[config.mk]
export PLATFORM = sky130hd
export DESIGN_NAME = alu_arbiter
export DESIGN_NICKNAME = d
export VERILOG_FILES = /design/src/rtl/alu_arbiter.sv
export SDC_FILE = /design/constraint.sdc
export NUM_CORES = 1
export LEC_CHECK = 0
export BUFFER_PORTS_ARGS = -buffer_cell sky130_fd_sc_hd__buf_2
export CAP_MARGIN = 20
export CORE_UTILIZATION = 38
export CTS_BUF_LIST = sky130_fd_sc_hd__clkbuf_4 sky130_fd_sc_hd__clkbuf_8 sky130_fd_sc_hd__clkbuf_16
export DETAILED_ROUTE_END_ITERATION = 16
export GPL_ROUTABILITY_DRIVEN = 0
export HOLD_SLACK_MARGIN = 0.08
export PLACE_DENSITY = 0.7
export SYNTH_ARGS = -nofsm -noshare
export SYNTH_HDL_FRONTEND = slang
export SYNTH_SLANG_ARGS = --single-unit
[constraint.sdc]
create_clock -name clk -period 2.4 [get_ports clk]
set_clock_uncertainty 0.1 [all_clocks]
set_input_delay 0.24 -clock clk [delete_from_list [all_inputs] [get_ports clk]]
set_output_delay 0.24 -clock clk [all_outputs]
set_load 0.02 [all_outputs]
[src/rtl/alu_arbiter.sv]
// Round-robin arbiter that time-shares one registered ALU between N_REQ requesters,
// holding operands for the ALU latency and returning the result over valid/ready.
module alu_arbiter #(
  parameter int unsigned N_REQ   = 2,
  parameter int unsigned XLEN    = 32,
  parameter int unsigned ALU_LAT = 1
) (
  input  logic                    clk,
  input  logic                    rst_n,
  input  logic [N_REQ-1:0]        req_valid,
  output logic [N_REQ-1:0]        req_ready,
  input  logic [3*N_REQ-1:0]      req_funct3,
  input  logic [7*N_REQ-1:0]      req_funct7,
  input  logic [N_REQ-1:0]        req_alu_sel,
  input  logic [XLEN*N_REQ-1:0]   req_x,
  input  logic [XLEN*N_REQ-1:0]   req_y,
  output logic [N_REQ-1:0]        rsp_valid,
  input  logic [N_REQ-1:0]        rsp_ready,
  output logic [XLEN-1:0]         rsp_data,
  output logic                    rsp_err,
  output logic [2:0]              alu_funct3,
  output logic [6:0]              alu_funct7,
  output logic                    alu_sel,
  output logic [XLEN-1:0]         alu_x,
  output logic [XLEN-1:0]         alu_y,
  input  logic [XLEN-1:0]         alu_out,
  output logic                    busy
);

  localparam int unsigned ID_W  = (N_REQ > 1) ? $clog2(N_REQ) : 1;
  localparam int unsigned CNT_W = (ALU_LAT > 0) ? $clog2(ALU_LAT + 1) : 1;

  typedef enum logic [1:0] {
    IDLE = 2'd0,
    EXEC = 2'd1,
    RESP = 2'd2
  } state_t;

  state_t            state, state_d;
  logic [ID_W-1:0]   rr_ptr, rr_ptr_d;
  logic [ID_W-1:0]   owner, owner_d;
  logic [CNT_W-1:0]  cnt, cnt_d;
  logic [N_REQ-1:0]  rsp_valid_d;
  logic [XLEN-1:0]   rsp_data_d;
  logic              rsp_err_d;
  logic [2:0]        alu_funct3_d;
  logic [6:0]        alu_funct7_d;
  logic              alu_sel_d;
  logic [XLEN-1:0]   alu_x_d, alu_y_d;
  logic              busy_d;

  logic              win_found;
  logic [ID_W-1:0]   win_id;
  logic [ID_W-1:0]   win_next;
  logic [2:0]        win_f3;
  logic [6:0]        win_f7;
  logic              win_sel;
  logic [XLEN-1:0]   win_x, win_y;

  // Op encodings the attached ALU implements.
  function automatic logic op_supported(input logic [2:0] f3, input logic [6:0] f7,
                                        input logic sel);
    if (sel)
      op_supported = (f3 == 3'b000) || (f3 == 3'b010) || (f3 == 3'b100) ||
                     (f3 == 3'b110) || (f3 == 3'b111);
    else if (f3 == 3'b000)
      op_supported = (f7 == 7'b0000000) || (f7 == 7'b0100000);
    else
      op_supported = (f3 != 3'b101);
  endfunction

  // First valid requester at or above rr_ptr, wrapping.
  always_comb begin : win_scan
    int idx;
    idx       = 0;
    win_found = 1'b0;
    win_id    = '0;
    for (int k = 0; k < int'(N_REQ); k++) begin
      idx = int'(rr_ptr) + k;
      if (idx >= int'(N_REQ)) idx = idx - int'(N_REQ);
      if (!win_found && req_valid[idx]) begin
        win_found = 1'b1;
        win_id    = ID_W'(idx);
      end
    end
  end

  always_comb begin
    win_next = (win_id == ID_W'(N_REQ - 1)) ? '0 : win_id + ID_W'(1);
    win_f3   = req_funct3[int'(win_id)*3 +: 3];
    win_f7   = req_funct7[int'(win_id)*7 +: 7];
    win_sel  = req_alu_sel[win_id];
    win_x    = req_x[int'(win_id)*int'(XLEN) +: XLEN];
    win_y    = req_y[int'(win_id)*int'(XLEN) +: XLEN];
  end

  // Grant is combinational so the winner sees ready in the same cycle it is chosen.
  always_comb begin
    req_ready = '0;
    if (state == IDLE && win_found) req_ready[win_id] = 1'b1;
  end

  always_comb begin
    state_d      = state;
    rr_ptr_d     = rr_ptr;
    owner_d      = owner;
    cnt_d        = cnt;
    rsp_valid_d  = rsp_valid;
    rsp_data_d   = rsp_data;
    rsp_err_d    = rsp_err;
    alu_funct3_d = alu_funct3;
    alu_funct7_d = alu_funct7;
    alu_sel_d    = alu_sel;
    alu_x_d      = alu_x;
    alu_y_d      = alu_y;

    unique case (state)
      IDLE: begin
        if (win_found) begin
          owner_d  = win_id;
          rr_ptr_d = win_next;
          if (op_supported(win_f3, win_f7, win_sel)) begin
            alu_funct3_d = win_f3;
            alu_funct7_d = win_f7;
            alu_sel_d    = win_sel;
            alu_x_d      = win_x;
            alu_y_d      = win_y;
            cnt_d        = CNT_W'(ALU_LAT);
            state_d      = EXEC;
          end else begin
            rsp_data_d           = '0;
            rsp_err_d            = 1'b1;
            rsp_valid_d          = '0;
            rsp_valid_d[win_id]  = 1'b1;
            state_d              = RESP;
          end
        end
      end
      EXEC: begin
        if (cnt == '0) begin
          rsp_data_d          = alu_out;
          rsp_err_d           = 1'b0;
          rsp_valid_d         = '0;
          rsp_valid_d[owner]  = 1'b1;
          state_d             = RESP;
        end else begin
          cnt_d = cnt - CNT_W'(1);
        end
      end
      RESP: begin
        if (rsp_ready[owner]) begin
          rsp_valid_d = '0;
          state_d     = IDLE;
        end
      end
      default: state_d = IDLE;
    endcase

    busy_d = (state_d != IDLE);
  end

  always_ff @(posedge clk or negedge rst_n) begin
    if (!rst_n) begin
      state      <= IDLE;
      rr_ptr     <= '0;
      owner      <= '0;
      cnt        <= '0;
      rsp_valid  <= '0;
      rsp_data   <= '0;
      rsp_err    <= 1'b0;
      alu_funct3 <= '0;
      alu_funct7 <= '0;
      alu_sel    <= 1'b0;
      alu_x      <= '0;
      alu_y      <= '0;
      busy       <= 1'b0;
    end else begin
      state      <= state_d;
      rr_ptr     <= rr_ptr_d;
      owner      <= owner_d;
      cnt        <= cnt_d;
      rsp_valid  <= rsp_valid_d;
      rsp_data   <= rsp_data_d;
      rsp_err    <= rsp_err_d;
      alu_funct3 <= alu_funct3_d;
      alu_funct7 <= alu_funct7_d;
      alu_sel    <= alu_sel_d;
      alu_x      <= alu_x_d;
      alu_y      <= alu_y_d;
      busy       <= busy_d;
    end
  end

endmodule
# ---- After elaboration in Yosys (flattened, before gate mapping)
# Index checks and enable logic that the tools add are counted.
dict set report classes {
  multipliers 2
  order_cmp 8
  bitwise 0
  n_mux 48
  div_mod_pow 0
  n_shift 4
  n_reduce_logical 21
  addsub 5
  eq_ne 13
}
# op n
set op_table {}
lappend op_table {{32-bit two-way mux} 5}
lappend op_table {{64-bit by 7-bit indexed part select with 32-bit output} 2}
lappend op_table {{32-bit by 3-bit less-than comparator with 1-bit output, second input constant} 2}
lappend op_table {{32-bit case mux with 2 select lines} 1}
lappend op_table {{1-bit two-way mux} 27}
lappend op_table {{2-bit two-way mux} 9}
lappend op_table {{14-bit by 5-bit indexed part select with 7-bit output} 1}
lappend op_table {{2-bit case mux with 3 select lines} 2}
lappend op_table {{3-bit equality test, second input constant} 3}
lappend op_table {{2-bit != test, second input constant} 4}
lappend op_table {{7-bit by 6-bit equality test with 1-bit output, second input constant} 1}
lappend op_table {{7-bit logical NOT} 1}
lappend op_table {{3-bit AND reduction} 2}
lappend op_table {{6-bit by 4-bit indexed part select with 3-bit output} 1}
lappend op_table {{1-bit logical OR} 5}
lappend op_table {{5-bit AND reduction} 1}
lappend op_table {{1-bit logical AND} 4}
lappend op_table {{1-bit by 2-bit less-than comparator with 1-bit output, second input constant} 2}
lappend op_table {{1-bit by 3-bit multiplier with 4-bit output, second input constant} 1}
lappend op_table {{1-bit case mux with 2 select lines} 2}
lappend op_table {{4-bit AND reduction} 1}
lappend op_table {{2-bit nonzero test} 2}
lappend op_table {{3-bit by 2-bit equality test with 1-bit output, second input constant} 1}
lappend op_table {{3-bit logical NOT} 1}
lappend op_table {{other kinds (18)} 20}
dict set report word_totals {
  mem_count 0
  out_inout_bits 113
  wordCells 114
  ram_bits 0
  ff_bits 116
  mem_bits_ro 0
  latchBits 0
  inputBits 188
}

# ---- Logic depth before layout (Yosys ltp)
dict set report logic_depth {
  depth_word 23
  depth_mapped 9
  mapped_depth_nobuf 7
}

# ---- Worst setup path after synthesis
# Ideal clock, no wire load.
dict set report synth_timing {
  path_kind {reg-to-reg}
  start {reg rr_ptr}
  end {reg rsp_valid[0]}
  slack_ns 0.275
  setup_time_ns 0.125
  synth_period_minus_slack_ns 2.125
  t_arrival_ns 1.900
  path_stages_with_launch 8
  t_required_ns 2.175
  path_buffers 1
  cell_sequence {dfrtp_1 -> nand2b_4 -> and2_4 -> buf_6 -> a32o_1 -> o21a_1 -> or3_4 -> mux2_4}
}
dict set report synth_via {
  elab_chain_len 21
  elab_cells_between_ends 53
  cone_classes {3 x add/sub; 2 x mul; 4 x order compare; 8 x eq/ne; 2 x shift; 23 x mux; 11 x reduce/logical}
}
# element line
set synth_rtl {}
lappend synth_rtl {{start: declaration} 40} ;# logic [ID_W-1:0] rr_ptr, rr_ptr_d;
lappend synth_rtl {{start signal: assignment} 179} ;# rr_ptr <= rr_ptr_d;
lappend synth_rtl {{branches (longest 21 deep; another with 1-bit by 3-bit multiplier with 4-bit output)} -}
lappend synth_rtl {{end signal: assignment} 182} ;# rsp_valid <= rsp_valid_d;
lappend synth_rtl {{end: declaration} 17} ;# output logic [N_REQ-1:0] rsp_valid,
# Parallel ways; which one is timed is not known. The select of a mux whose other input is x is not followed.
# A chain may end at the register's enable or synchronous reset.

# ---- Worst setup path in the final report
dict set report layout_timing {
  start {reg rr_ptr}
  end {reg alu_x[6]}
}
dict set report layout_via {
  elab_chain_len 20
  elab_cells_between_ends 44
  cone_classes {3 x add/sub; 2 x mul; 2 x order compare; 6 x eq/ne; 3 x shift; 18 x mux; 10 x reduce/logical}
}
# element line
set layout_rtl {}
lappend layout_rtl {{branches (longest 20 deep; another with 1-bit by 3-bit multiplier with 4-bit output)} -}
lappend layout_rtl {{end signal: assignment} 188} ;# alu_x <= alu_x_d;
lappend layout_rtl {{end: declaration} 24} ;# output logic [XLEN-1:0] alu_x,
# Parallel ways; which one is timed is not known. The select of a mux whose other input is x is not followed.

==> reports/metrics.yaml <==
critical_path:
  crit_arrival_ps: 2460
  required_ps: 2580
  reg2regPathDepth: 6
  cp-start-kind: "flip-flop"
  cp-end-kind: "flip-flop"
  path_max_fanout: 29
  r2r_end: "alu_x[6]"
  rrSetupSlack_ps: 120
  critPathKind: "flip-flop to flip-flop"
  r2r_start: "rr_ptr"
routing:
  drt_iter0_drc: 376
  vias: 5883
  wl_per_cell_um: 16.64
  dr.pass1.iters: 6
  drtAntennaViolNets: 0
  post-route-drc-count: 0
  routed_wl_mm: 19.32
  via_per_inst: 5.067
placement:
  hpwl_mm: 10.96
  portBuffers: 300
  pre_cts_slack_ps: 285.9
  dp_cells: 961
synthesis:
  yosys.cell_types.count: 33
  syn_inst: 510
  synthTopCellsByArea: "dfrtp_1, mux2i_1, o21ai_0, nand2_1, o2bb2ai_1"
  ys_ff_latch: 116
  synth_area_sq_mm: 0.005345
  syn-num-nets: 702
  syn_area_per_cell_sq_um: 10.48
  yosys.area.top_type_share_pct: 54.31
  yosys.area.top_type: "dfrtp_1"
  yosysSeqAreaShare_pct: 54.31
  yosys_warnings: 0
timing:
  slew_headroom_pct: 66.91
  setup_violations: 0
  hold_violations: 0
  fmax_mhz: 438.9
  finalSetupTns_ps: 0
  fin_ws_ps: 121.5
  post-route-period-util_pct: 94.94
  post-route-min-period_ps: 2278
  tightest_slew_ps: 496.3
  drv_slew: 0
  rsz0062_at_grt: "false"
power:
  power_density_mw_per_mm2: 1194
  p_leak_uw: 0.004900
  peakVddDrop_mv: 0.7348
job:
  drv_cap: 0
floorplanning:
  die_y_um: 120.6
  initial_core_util_pct: 39.58
  io_pins: 301
  dieArea_sq_mm: 0.01454
  die_x_um: 120.6
  core_sq_mm: 0.01351
  fp-row-count: 42
clocking:
  clkLatencyLatePin_ps: 400
  numClockSinks: 116
  cts_root_buffer: "clkbuf_16"
  cts.htree.levels: 4
  clk_pin_slew_worst_paths_ps: 50
  cts_tree: "built"
  cts_buffer_depth: 2
  cts_buffers: 17
finish:
  nets: 1164
  fill_cells: 945
  area_growth_pct: 76.36
  drive_above_1_share_pct: 35.94
  final_cells: 1161
  antenna_cells: 0
grt:
  grt_overflow: 0
  grt_pass1_vias: 6245
  grt_pass1_wl_mm: 30.66
  grt_use_total_pct: 27.43
  antenna_found_initial: 0
  grt_max_degree: 89
worst_hold_path:
  hold_depth: 3
  hp-start: "req_funct7[10]"
  hold_path.class: "input port to flip-flop"
  hold-path-endpoint: "alu_funct7[3]"
status:
  status: "complete, no violations"
worst max-delay path by stage:
stage                   startpoint  slack, ps             to
finish                      rr_ptr        120       alu_x[6]
global route                rr_ptr         10       alu_x[6]
CTS                         rr_ptr         20  alu_funct7[0]
detailed placement        state[0]        290   rsp_valid[0]
global placement    req_funct7[10]        340        rsp_err
floorplan                   rr_ptr        270   rsp_valid[0]
cells by family after synthesis:
family,after synthesis,synth area share [%]
simple gates,139,11.42
compound gates,130,15.10
flops,116,54.31
mux,78,14.79
buf+inv,43,3.441
fa+ha+maj,4,0.9364
critical path, stage by stage, from the launching register on:
cell and delay [ps]:
dfrtp_1 370, nand2b_4 180, nand2_8 280, buf_12 250, mux2i_1 260, dlygate4sd3_1 600, o21ai_1 70
area by class of cell:
class | instances | area (sq um) | area share (%)
Tap cell | 176 | 220.2 | 2.336
Clock inverter | 9 | 147.6 | 1.566
Multi-Input combinational cell | 351 | 2290 | 24.29
Timing Repair Buffer | 481 | 3346 | 35.49
Sequential cell | 116 | 2903 | 30.79
Inverter | 5 | 18.77 | 0.1991
Clock buffer | 23 | 501.7 | 5.323
flip-flops by register name, indices dropped and copies added (netlist names):
register / count
alu_funct3: 3
alu_funct7: 7
alu_sel: 1
alu_x: 32
alu_y: 32
busy: 1
cnt: 1
owner: 1
rr_ptr: 1
rsp_data: 32
rsp_err: 1
rsp_valid: 2
state: 2
synth_stat cells:
library cell / number
a21o_1: 1
a21oi_1: 5
a222oi_1: 1
a22o_1: 1
a31oi_1: 1
a32o_1: 1
a32oi_1: 2
and2_4: 1
buf_1: 2
buf_2: 12
buf_6: 1
clkbuf_1: 23
dfrtp_1: 116
ha_1: 4
inv_1: 5
mux2_4: 2
mux2i_1: 76
nand2_1: 82
nand2b_1: 2
nand2b_4: 1
nand3_1: 33
nand3b_1: 2
nor2_1: 11
nor2b_1: 2
nor3_1: 2
nor4_1: 2
o21a_1: 1
o21ai_0: 67
o21ai_1: 15
o21ai_2: 1
o21bai_1: 2
o2bb2ai_1: 32
or3_4: 1
layout by cell type, fill, tap and decap left out, types with 9 or more instances in the layout:
master / count
nand2_1: 81
o2bb2ai_1: 32
nand3_1: 33
nor2_1: 11
clkbuf_16: 17
dfrtp_1: 116
mux2i_1: 76
o21ai_0: 67
buf_4: 9
dlygate4sd3_1: 168
o21ai_1: 14
buf_2: 299
per-layer routing:
metal / vias up / track usage [%] / wire length (um)
li1: 2736 / - / -
met1: 2775 / 29.63 / 7289
met2: 294 / 48.92 / 9992
met3: 78 / 5.802 / 1156
met4: 0 / 16.82 / 885
met5: - / 0 / 0
metrics by stage:
step	utilization (%)	total power [uW]	hold slack, ps	cell area, sq um
detailed placement	52.47	8066	118.6	7087
CTS	69.73	11180	83.20	9418
floorplan	-	6341	-155.6	5345
finish	69.80	11260	89.14	9427
global placement	52.47	7987	116.8	7087
global route	69.80	11950	87.37	9427
power by group:
| part | internal [uW] | switching, uW |
|---|---|---|
| registers | 2850 | 479 |
| logic | 1950 | 3220 |
| clock network | 1880 | 871 |
timing repair:
item / 4_1_cts / 5_1_grt
gates resized for setup: 0 / 1
setup endpoints to repair: 0 / 36
hold endpoints to repair: 143 / 0
hold buffers: 168 / 0
buffers inserted: 0 / 0
(Power assumes the default switching activity.)
